--- config.mk ---
export PLATFORM = sky130hd
export DESIGN_NAME = hazard_control_unit
export DESIGN_NICKNAME = d
export VERILOG_FILES = /design/src/rtl/pipeline_ctrl_pkg.sv /design/src/rtl/load_use_detector.sv /design/src/rtl/hazard_control_unit.sv
export SDC_FILE = /design/constraint.sdc
export NUM_CORES = 1
export LEC_CHECK = 0
export CORE_AREA = 2 2 39 41
export CTS_BUF_LIST = sky130_fd_sc_hd__clkbuf_4 sky130_fd_sc_hd__clkbuf_8 sky130_fd_sc_hd__clkbuf_16
export DETAILED_ROUTE_END_ITERATION = 8
export DIE_AREA = 0 0 41 43
export PLACE_DENSITY = 0.79
export SETUP_SLACK_MARGIN = 0.1
export SLEW_MARGIN = 25
export SYNTH_ARGS = -nofsm -noshare
export SYNTH_HDL_FRONTEND = slang
export SYNTH_SLANG_ARGS = --single-unit
--- constraint.sdc ---
create_clock -name clock -period 1.7 [get_ports clock]
set_input_delay 0.255 -clock clock [delete_from_list [all_inputs] [get_ports clock]]
set_output_delay 0.255 -clock clock [all_outputs]
set_load 0.02 [all_outputs]
--- src/rtl/pipeline_ctrl_pkg.sv ---
// rtl/pipeline_ctrl_pkg.sv - shared constants for the pipeline hazard control slice
//
// Holds the FSM state encoding, the default register-address width, the
// zero-register constant and a helper sizing the memory-wait counter.

package pipeline_ctrl_pkg;

  localparam logic [0:0] STATE_RUN      = 1'b0;
  localparam logic [0:0] STATE_MEM_WAIT = 1'b1;

  localparam int DEFAULT_REG_ADDR_W = 5;

  // Register 0 is hard-wired to zero, so a load targeting it never creates a hazard.
  localparam logic [4:0] ZERO_REG = 5'd0;

  // Width of a down-counter able to hold 'latency', never narrower than 1 bit.
  function automatic int cnt_width(input int latency);
    int w;
    w = $clog2(latency + 1);
    return (w < 1) ? 1 : w;
  endfunction

endpackage

--- src/rtl/load_use_detector.sv ---
// rtl/load_use_detector.sv - combinational load-use hazard comparator
//
// Ports:
//   mem_read  : instruction in EX is a load
//   ex_rt     : load destination register in EX
//   id_rs     : source register 1 of instruction in ID
//   id_rt     : source register 2 of instruction in ID
//   hit       : ID instruction consumes the result of the load in EX

module load_use_detector
  import pipeline_ctrl_pkg::*;
#(
  parameter int REG_ADDR_W = DEFAULT_REG_ADDR_W
) (
  input  logic                  mem_read,
  input  logic [REG_ADDR_W-1:0] ex_rt,
  input  logic [REG_ADDR_W-1:0] id_rs,
  input  logic [REG_ADDR_W-1:0] id_rt,
  output logic                  hit
);

  logic targets_zero;
  logic rs_match;
  logic rt_match;

  assign targets_zero = (ex_rt == REG_ADDR_W'(ZERO_REG));
  assign rs_match     = (ex_rt == id_rs);
  assign rt_match     = (ex_rt == id_rt);

  assign hit = mem_read && !targets_zero && (rs_match || rt_match);

endmodule

--- src/rtl/hazard_control_unit.sv ---
// rtl/hazard_control_unit.sv - 5-stage pipeline sequencer (stall, flush, memory freeze)
//
// Optional feature macro: HAZARD_STATS_EN (adds Stall_Count / Flush_Count).
//
// Ports:
//   clock, reset             : pipeline clock (rising edge), async active-high reset
//   ID_EX_MemRead, ID_EX_Rt  : load in EX and its destination register
//   IF_ID_Rs, IF_ID_Rt       : source registers of the instruction in ID
//   Branch_Taken             : branch resolved taken in MEM
//   Mem_Access               : instruction in MEM is a load/store
//   PC_Write, *_Write        : PC and pipeline-register load enables
//   IF_ID/ID_EX/EX_MEM_clear : synchronous bubble-insertion clears
//   Stall                    : PC is held this cycle
//   Stall_Count, Flush_Count : (HAZARD_STATS_EN only) wrapping event counters

module hazard_control_unit
  import pipeline_ctrl_pkg::*;
#(
  parameter int MEM_LATENCY = 2,
  parameter int REG_ADDR_W  = DEFAULT_REG_ADDR_W
) (
  input  logic                  clock,
  input  logic                  reset,
  input  logic                  ID_EX_MemRead,
  input  logic [REG_ADDR_W-1:0] ID_EX_Rt,
  input  logic [REG_ADDR_W-1:0] IF_ID_Rs,
  input  logic [REG_ADDR_W-1:0] IF_ID_Rt,
  input  logic                  Branch_Taken,
  input  logic                  Mem_Access,
  output logic                  PC_Write,
  output logic                  IF_ID_Write,
  output logic                  ID_EX_Write,
  output logic                  EX_MEM_Write,
  output logic                  MEM_WB_Write,
  output logic                  IF_ID_clear,
  output logic                  ID_EX_clear,
  output logic                  EX_MEM_clear,
  output logic                  Stall
`ifdef HAZARD_STATS_EN
  ,
  output logic [31:0]           Stall_Count,
  output logic [31:0]           Flush_Count
`endif
);

  localparam int CNT_W = cnt_width(MEM_LATENCY);
  localparam logic [CNT_W-1:0] WAIT_INIT = CNT_W'((MEM_LATENCY > 0) ? MEM_LATENCY - 1 : 0);

  logic [0:0]       state;
  // In MEM_WAIT this holds the number of frozen cycles still to come,
  // counting the current one, so the access costs MEM_LATENCY cycles in total.
  logic [CNT_W-1:0] wait_cnt;
  logic             mem_served;
  logic             load_use_hit;
  logic             freeze_req;
  logic             in_run;

  load_use_detector #(
    .REG_ADDR_W (REG_ADDR_W)
  ) u_load_use_detector (
    .mem_read (ID_EX_MemRead),
    .ex_rt    (ID_EX_Rt),
    .id_rs    (IF_ID_Rs),
    .id_rt    (IF_ID_Rt),
    .hit      (load_use_hit)
  );

  assign in_run     = (state == STATE_RUN);
  // mem_served stops the same access from freezing again once its wait is over.
  assign freeze_req = (MEM_LATENCY > 0) && Mem_Access && !mem_served;

  always_comb begin
    PC_Write     = 1'b1;
    IF_ID_Write  = 1'b1;
    ID_EX_Write  = 1'b1;
    EX_MEM_Write = 1'b1;
    MEM_WB_Write = 1'b1;
    IF_ID_clear  = 1'b0;
    ID_EX_clear  = 1'b0;
    EX_MEM_clear = 1'b0;

    if (reset) begin
      PC_Write     = 1'b0;
      IF_ID_Write  = 1'b0;
      ID_EX_Write  = 1'b0;
      EX_MEM_Write = 1'b0;
      MEM_WB_Write = 1'b0;
      IF_ID_clear  = 1'b1;
      ID_EX_clear  = 1'b1;
      EX_MEM_clear = 1'b1;
    end else if (!in_run) begin
      PC_Write     = 1'b0;
      IF_ID_Write  = 1'b0;
      ID_EX_Write  = 1'b0;
      EX_MEM_Write = 1'b0;
      MEM_WB_Write = 1'b0;
    end else if (Branch_Taken) begin
      // Discard the three wrong-path instructions behind the branch at once.
      IF_ID_clear  = 1'b1;
      ID_EX_clear  = 1'b1;
      EX_MEM_clear = 1'b1;
    end else if (freeze_req) begin
      PC_Write     = 1'b0;
      IF_ID_Write  = 1'b0;
      ID_EX_Write  = 1'b0;
      EX_MEM_Write = 1'b0;
      MEM_WB_Write = 1'b0;
    end else if (load_use_hit) begin
      // Hold PC and IF/ID, inject one bubble into EX; older stages drain.
      PC_Write     = 1'b0;
      IF_ID_Write  = 1'b0;
      ID_EX_clear  = 1'b1;
    end

    Stall = !reset && !PC_Write;
  end

  always_ff @(posedge clock or posedge reset) begin
    if (reset) begin
      state      <= STATE_RUN;
      wait_cnt   <= '0;
      mem_served <= 1'b0;
    end else if (in_run) begin
      if (EX_MEM_Write) begin
        mem_served <= 1'b0;
      end
      if (!Branch_Taken && freeze_req) begin
        if (MEM_LATENCY == 1) begin
          mem_served <= 1'b1;
        end else begin
          state    <= STATE_MEM_WAIT;
          wait_cnt <= WAIT_INIT;
        end
      end
    end else begin
      if (wait_cnt <= CNT_W'(1)) begin
        state      <= STATE_RUN;
        wait_cnt   <= '0;
        mem_served <= 1'b1;
      end else begin
        wait_cnt <= wait_cnt - CNT_W'(1);
      end
    end
  end

`ifdef HAZARD_STATS_EN
  always_ff @(posedge clock or posedge reset) begin
    if (reset) begin
      Stall_Count <= '0;
      Flush_Count <= '0;
    end else begin
      if (Stall) begin
        Stall_Count <= Stall_Count + 32'd1;
      end
      if (in_run && Branch_Taken) begin
        Flush_Count <= Flush_Count + 32'd1;
      end
    end
  end
`endif

endmodule

**After elaboration in Yosys (flattened, before gate mapping)**

Cells that the tools add are included.

- $add $sub $neg: 1
- Order comparisons: 1
- Eq/ne operators: 3
- Multiplexer cells: 26
- Reductions and logical operators: 15

Operator list:

| cell | count |
|---|---|
| 2-to-1 mux 1 bit | 23 |
| == test 5 bit | 2 |
| 2-to-1 mux 2 bit | 3 |
| logical AND 1 bit | 5 |
| logical NOT 1 bit | 5 |
| logical NOT 5 bit | 1 |
| nonzero test 2 bit | 2 |
| less-or-equal comparator 2 x 1 -> 1 bit (second input constant) | 1 |
| != test 2 x 1 -> 1 bit (second input constant) | 1 |
| AND reduction 2 bit | 1 |
| subtractor 2 x 1 -> 2 bit (second input constant) | 1 |
| logical OR 1 bit | 1 |

- Bits in registers: 4
- Logic and storage cells: 49

**Longest topological paths before layout**

Gate-level depths: netlist of the first run.

- Depth after elaboration: 11
- Gate-level depth with buffers: 5
- Mapped depth without buffers: 4

**Hierarchy**

A second synthesis of the first run with hierarchy kept.

- Cell total of the unflattened synthesis: 45
- Area total of the unflattened synthesis: 367.9 µm²

By module, submodules not included:

| module | instances | cells an instance | area an instance (µm²) | seq. area each (µm²) |
|---|---|---|---|---|
| hazard_control_unit | 1 | 28 | 242.7 | 100.1 |
| load_use_detector | 1 | 17 | 125.1 | 0.0 |

**Worst setup path before layout of the first run**

Ideal clock, no wire load.

- Kind: flip-flop to output port
- Start point: register state
- End point: output port PC_Write
- Arrival: 1721 ps
- Data required time: 1445 ps
- Slack: -276 ps
- Cell stages (with the launch flop): 5
- Cell sequence: dfrtp_1 buf_4 nor3_1 o31a_1 buf_4

- Cells in the longest elaborated chain, start to end: 2

Ends and longest elaborated chain:

| item | RTL line | text |
|---|---|---|
| from (decl) | hazard_control_unit.sv:49 | `logic [0:0] state;` |
| from (signal assigned) | hazard_control_unit.sv:120 | `state <= STATE_RUN;` |
| from (signal assigned) | hazard_control_unit.sv:131 | `state <= STATE_MEM_WAIT;` |
| from (signal assigned) | hazard_control_unit.sv:137 | `state <= STATE_RUN;` |
| 2-to-1 mux 1 bit (2 in a row) | - |  |
| to (decl) | hazard_control_unit.sv:30 | `output logic PC_Write,` |

No other way between the ends.

**Final worst setup path of the first run**

- Start point: input port ID_EX_Rt[1]
- End point: output port PC_Write

- Cells in the longest elaborated chain, start to end: 9
- Elaborated cells on any way between the ends: 12

Ends and longest elaborated chain:

| item | RTL line | text |
|---|---|---|
| from (decl) | hazard_control_unit.sv:25 | `input logic [REG_ADDR_W-1:0] ID_EX_Rt,` |
| logical NOT 5 bit | load_use_detector.sv:26 | `assign targets_zero = (ex_rt == REG_ADDR_W'(ZERO_REG));` |
| logical NOT 1 bit | load_use_detector.sv:30 | `assign hit = mem_read && !targets_zero && (rs_match \|\| rt_match);` |
| logical AND 1 bit | load_use_detector.sv:30 |  |
| logical AND 1 bit (*) | load_use_detector.sv:30 |  |
| 2-to-1 mux 1 bit (*) | hazard_control_unit.sv:108 | `end else if (load_use_hit) begin` |
| 2-to-1 mux 1 bit (*) | hazard_control_unit.sv:102 | `end else if (freeze_req) begin` |
| 2-to-1 mux 1 bit (*) | hazard_control_unit.sv:97 | `end else if (Branch_Taken) begin` |
| 2-to-1 mux 1 bit (*) | hazard_control_unit.sv:91 | `end else if (!in_run) begin` |
| 2-to-1 mux 1 bit (*) | hazard_control_unit.sv:82 | `if (reset) begin` |

Mark *: on every way between the ends. The rest lies on a longest branch, timed or not.

==> results of run 1 <==
[cells by family after synthesis]
| family | after synthesis | share of synthesized area, % |
|---|---|---|
| AOI/OAI and AO/OA | 12 | 19.9 |
| buffers and inverters | 8 | 12.7 |
| and+or+nand+nor | 14 | 18.3 |
| xor gates and xnor gates | 10 | 22.9 |
| DFF | 4 | 26.1 |
[tightest hold or removal path, delay by kind of cell]
kind,cells,cell delay [ps]
buf+inv,3,470
[where the power goes]
part	internal [uW]	switching [uW]
Sequential	108	11.6
Combinational	113	102
Clock	78.4	30.7
Total	300	144
[area by class of cell]
class / count / area [um^2] / share of cell area (%)
clock buffer: 3 / 22.5 / 2.89
timing repair buffer: 41 / 325 / 41.7
multi-input combinational: 36 / 299 / 38.4
inverter: 3 / 11.3 / 1.44
tap: 16 / 20.0 / 2.57
sequential: 4 / 101 / 13.0
[flip-flops by register name (all words and copies together) (netlist names)]
register    flops
state           1
mem_served      1
wait_cnt        2
[timing repair]
action / CTS / global route
setup buffers: 2 / 0
hold buffers: 0 / 0
setup endpoints to repair: 9 / 8
resized for setup: 98 / 13
pin swaps: 15 / 10
[worst min-delay path by stage]
stage                       startpoint                 endpoint  slack (ps)  cells after the start
2_1_floorplan                    reset   mem_served$_DFFE_PP0P_          20                      1
3_3_place_gp   wait_cnt[1]$_DFFE_PP0P_   mem_served$_DFFE_PP0P_         450                      1
3_5_place_dp   wait_cnt[1]$_DFFE_PP0P_   mem_served$_DFFE_PP0P_         490                      1
4_1_cts                          reset  wait_cnt[1]$_DFFE_PP0P_         460                      3
5_1_grt                          reset  wait_cnt[1]$_DFFE_PP0P_         160                      3
6_report                         reset  wait_cnt[1]$_DFFE_PP0P_         150                      3
[per-layer routing]
| layer | GRT usage [%] | routed length, um | up-vias |
|---|---|---|---|
| met5 | 0 | 0 | - |
| met4 | 4.00 | 0 | 0 |
| met3 | 1.57 | 49 | 0 |
| met2 | 31.3 | 693 | 9 |
| met1 | 16.3 | 417 | 218 |
| li1 | - | - | 239 |
[cells in the mapped netlist]
library cell  count
a21oi_1           1
a22oi_1           1
buf_4             5
dfrtp_1           4
inv_1             3
nand2_1           1
nand2b_1          1
nor2_1            5
nor2b_1           2
nor3_1            3
o21ai_0           4
o21ai_1           1
o21ai_2           1
o22ai_1           1
o31a_1            1
o31ai_1           2
or3_1             1
or4_1             1
xor2_1           10
[per-stage QoR]
stage / worst slack, ps / area (um^2) / instances / setup TNS (ps) / utilization [%]
6_report: 52.4 / 779 / 103 / 0 / 56.3
3_5_place_dp: -781 / 739 / 98 / -4590 / 53.4
2_1_floorplan: 63.1 / 394 / 48 / 0 / -
5_1_grt: 5.26 / 779 / 103 / 0 / 56.3
4_1_cts: 25.1 / 764 / 103 / 0 / 55.2
3_3_place_gp: -733 / 739 / 98 / -4310 / 53.4
==> run_results.csv, run 1 <==
group,metric,value,unit
run_status,status,"finished, final reports clean",
finish,final_common_cell,"buf_4",
worst_setup_path,cpPeakStageDelay,530,ps
yosys,yosysTopAreaCell,"dfrtp_1",
yosys,synth-seq-cells,4,
clocking,clock_latency,230,ps
clocking,clkTransAtPathRegs,30,ps
floorplanning,rows,14,
timing,slew_headroom,83.8,%
worst_setup_path,r2r-end,"wait_cnt[0]$_DFFE_PP0P_",
clocking,cts_buffer_depth,2,
drt,num_vias,466,
yosys,yosysWarnings,0,
power,powerDensity,570,nW/um^2
grt,antenna_found_initial,0,
floorplanning,die_x,41,um
worst_setup_path,rrSetupSlack,570,ps
power,report.power.total,444,uW
drt,wl,1160,um
worst_setup_path,cp-endpoint,"PC_Write",
yosys,synth_area,383,um^2
yosys,yosys-top-cells-area,"dfrtp_1 26%, xor2_1 23%, buf_4 9.8%",
finish,final.fill_count,136,
worst_setup_path,reg2regPathDepth,6,
grt,grt_pass1_vias,514,
clocking,cts-root-buf,"clkbuf_4",
timing,fin_worst_skew,1.91,ps
timing,finalSetupViolCount,0,
yosys,synth_top_area_share,26.1,%
drt,drc,0,
timing,fin_hold_ws,154,ps
yosys,syn_inst,48,
drt,drt_iter0_markers,3,
finish,layout_common_cells,"14 x buf_4, 11 x buf_2, 10 x xor2_1, 5 x dlygate4sd2_1, 5 x buf_6",
finish,nets,109,
clocking,htreeDepth,1,
worst_setup_path,worstPathCellList,"buf_6 -> or4_4 -> o21ai_4 -> o31a_1 -> buf_6",
grt,grt_pass1_wl,1950,um
grt,overflow,0,
clocking,numCtsBuffers,3,
drt,vias_per_cell,4.52,
yosys,syn_area_per_cell,7.98,um^2
place,port_buffers,28,
power,power.leakage,0.000389,uW
grt,grt_use_total,16.0,%
yosys,syn-num-nets,68,
worst_setup_path,crit_top_cell,"buf_6",
floorplanning,ioPinCount,29,
worst_setup_path,cp.depth,5,
worst_setup_path,crit_start,"ID_EX_Rt[1]",
finish,syn2layout_area_growth,104,%
finish,insertedDiodeCount,0,
place,gp_congestion,0.790,
drt,antenna_left,0,
floorplanning,coreArea,1380,um^2
floorplanning,start_util,27.7,%
power,vdd_drop_max,390,uV
worst_setup_path,cp_data_arrival_time,1390,ps
timing,finalCriticalPeriod,1650,ps
worst_setup_path,start_kind,"primary input",
timing,worst_slew_pin_slew,244,ps
timing,hold_viol,0,
job,cap_violations,0,
timing,drv_slew,0,
worst_setup_path,cp_num_buf_inv,2,
timing,rsz0062_at_grt,"yes",
worst_setup_path,worst-setup-path-type,"primary input to output port",
yosys,ys_types,19,
worst_setup_path,slowest_stage,"or4_4",
timing,clock.fmax,607,MHz
drt,wl_per_cell,11.3,um
worst_setup_path,endpoint_kind,"output port",
floorplanning,die_height,43,um
worst_setup_path,path_delay_family,"simple AND/OR/NAND/NOR gates",
floorplanning,die-area,1760,um^2
clocking,clkSinkCount,4,
grt,grt_max_degree,6,
worst_setup_path,crit_fanout,3,
worst_setup_path,r2r_start,"mem_served$_DFFE_PP0P_",
timing,fin_crit_sh,96.9,%
clocking,cts_tree,"built",
drt,first_pass_iters,2,
worst_setup_path,cp.required,1440,ps
hold_path,hold_path.class,"primary input to asynchronous set/reset pin",
finish,final_layout_size_suffix_gt1_share,55.2,%
yosys,seq_area_frac_synth,26.1,%
(Power assumes the default switching activity.)
==> run 2: changes to the inputs <==
--- a/config.mk
+++ b/config.mk
@@ -6,7 +6,6 @@
 export NUM_CORES = 1
 export LEC_CHECK = 0
 export CORE_AREA = 2 2 39 41
-export CTS_BUF_LIST = sky130_fd_sc_hd__clkbuf_4 sky130_fd_sc_hd__clkbuf_8 sky130_fd_sc_hd__clkbuf_16
 export DETAILED_ROUTE_END_ITERATION = 8
 export DIE_AREA = 0 0 41 43
 export PLACE_DENSITY = 0.79
==> results of run 2 <==
Final layout, timing and power as in run 1 (identical DEF).
==> RTL edit, RTL diff (config.mk and constraints of run 1) <==
Set the package constant `ZERO_REG` to 5'd1 (it was 5'd0).
--- a/src/rtl/pipeline_ctrl_pkg.sv
+++ b/src/rtl/pipeline_ctrl_pkg.sv
@@ -13,3 +13,3 @@
   // Register 0 is hard-wired to zero, so a load targeting it never creates a hazard.
-  localparam logic [4:0] ZERO_REG = 5'd0;
+  localparam logic [4:0] ZERO_REG = 5'd1;
 
Function: changed (Yosys sat finds a counterexample within 4 cycles, from zero or initial values and one cycle with reset high).
==> RTL edit against run 1 <==
Sequential cell count unchanged. Fmax up 1.0%. Non-clock buffer count up 1. Synthesized area down 0.98%. Clock power up 6%. Via count down 3.6%. Critical path depth up 1. Cell area down 1.1%. Wire length up 1.1%. Total power up 0.26%. Setup slack better by 0.017 ns. Largest power group unchanged.
==> RTL edit: results (changes against run 1) <==
Crit. Startpoint -> ID_EX_Rt[3] (was ID_EX_Rt[1])
Routability Congestion -> 0.753 (was 0.790)
DRT Pass-1 Iters -> 4 (was 2)
Layout Nets -> 108 (was 109)
Compound-Gate Fraction of Synth Area -> 22.8% (was 19.9%)
Mapped Nets -> 65 (was 68)
Count of different cell masters after synthesis -> 18 (was 19)
Worst Tran Pin Value -> 0.226 ns (was 0.244 ns)
DR vias/cell -> 4.40 (was 4.52)
GRT Resource Usage Total -> 14.8% (was 16.0%)
WL/cell -> 11.5 um (was 11.3 um)
Worst ir drop on vdd -> 544 uV (was 390 uV)
Capture point of the worst path -> ID_EX_clear (was PC_Write)
Tmin final -> 1.63 ns (was 1.65 ns)
Clock Skews -> 0.00513 ns (was 0.00191 ns)
Drt initial violations -> 9 (was 3)
Fraction of synthesized cell area in xor and xnor cells -> 23.1% (was 22.9%)
R2R Setup Slk -> 0.65 ns (was 0.57 ns)
WHS -> 0.136 ns (was 0.154 ns)
Status -> completed (unchanged)
Top post-synthesis cells by count -> xor2_1 (10), o21ai_0 (6), buf_4 (4), dfrtp_1 (4) (was xor2_1 (10), buf_4 (5), nor2_1 (5))
Post-synthesis sequential area ratio -> 26.4% (was 26.1%)
First-pass GRT wire length -> 1.78 mm (was 1.95 mm)
Area contributors post-synth -> dfrtp_1 (26%), xor2_1 (23%), o21ai_0 (7.9%), buf_4 (7.9%), nor2b_1 (5.0%) (was dfrtp_1 (26%), xor2_1 (23%), buf_4 (9.8%), o21ai_0 (5.2%), nor2_1 (4.9%))
Ys async rst share -> 100% (unchanged)
Reg2Reg Depth -> 5 (was 6)
Vias in the first global route -> 421 (was 514)
Num CTS Buffers -> 3 (unchanged)
Share of cells above drive strength 1 -> 54.7% (was 55.2%)
Fillers -> 144 (was 136)
[RTL edit: worst max-delay path: stages]
cell and delay, ns:
buf_8 0.10, or4b_4 0.52, o21ai_2 0.14, buf_4 0.13
o41ai_2 0.06, buf_4 0.16
[RTL edit: cells by family (layout without fill, tap and decap cells)]
group                  after synthesis  count (layout)
AO/OA/AOI/OAI                       13              13
XOR/XNOR                            10              10
buffers and inverters                7              48
flip-flops                           4               4
AND/OR/NAND/NOR                     11              11
[RTL edit: metrics by stage]
stage	instances	area (um2)
finish	102	771
CTS	99	747
detailed placement	94	729
global route	102	771
global placement	94	729
floorplan	45	392
[RTL edit: where the power goes]
part	internal, mW	switching (mW)	total [mW]
sequential	0.108	0.00989	0.118
combinational	0.113	0.0986	0.212
clock	0.0788	0.0366	0.115
[RTL edit: routing by layer]
metal	vias to the layer above	share of wire, %	global-route usage [%]
met1	197	41	18.4
met5	-	0	0
met2	15	51	23.4
met4	0	1.4	6.00
li1	235	-	-
met3	2	6.5	3.14
[RTL edit: cell type report]
type / instances / share of cell area (%)
Timing Repair Buffer: 42 / 42.4
Tap cell: 16 / 2.60
Sequential cell: 4 / 13.0
Clock buffer: 3 / 2.92
Inverter: 3 / 1.46
Multi-Input combinational cell: 34 / 37.7
[RTL edit: repair_timing]
action / CTS / global route
setup endpoints to repair: 9 / 9
pin swaps: 19 / 9
gates cloned: 0 / 0
hold buffers: 0 / 0
gates resized for setup: 99 / 9
buffers inserted: 2 / 3
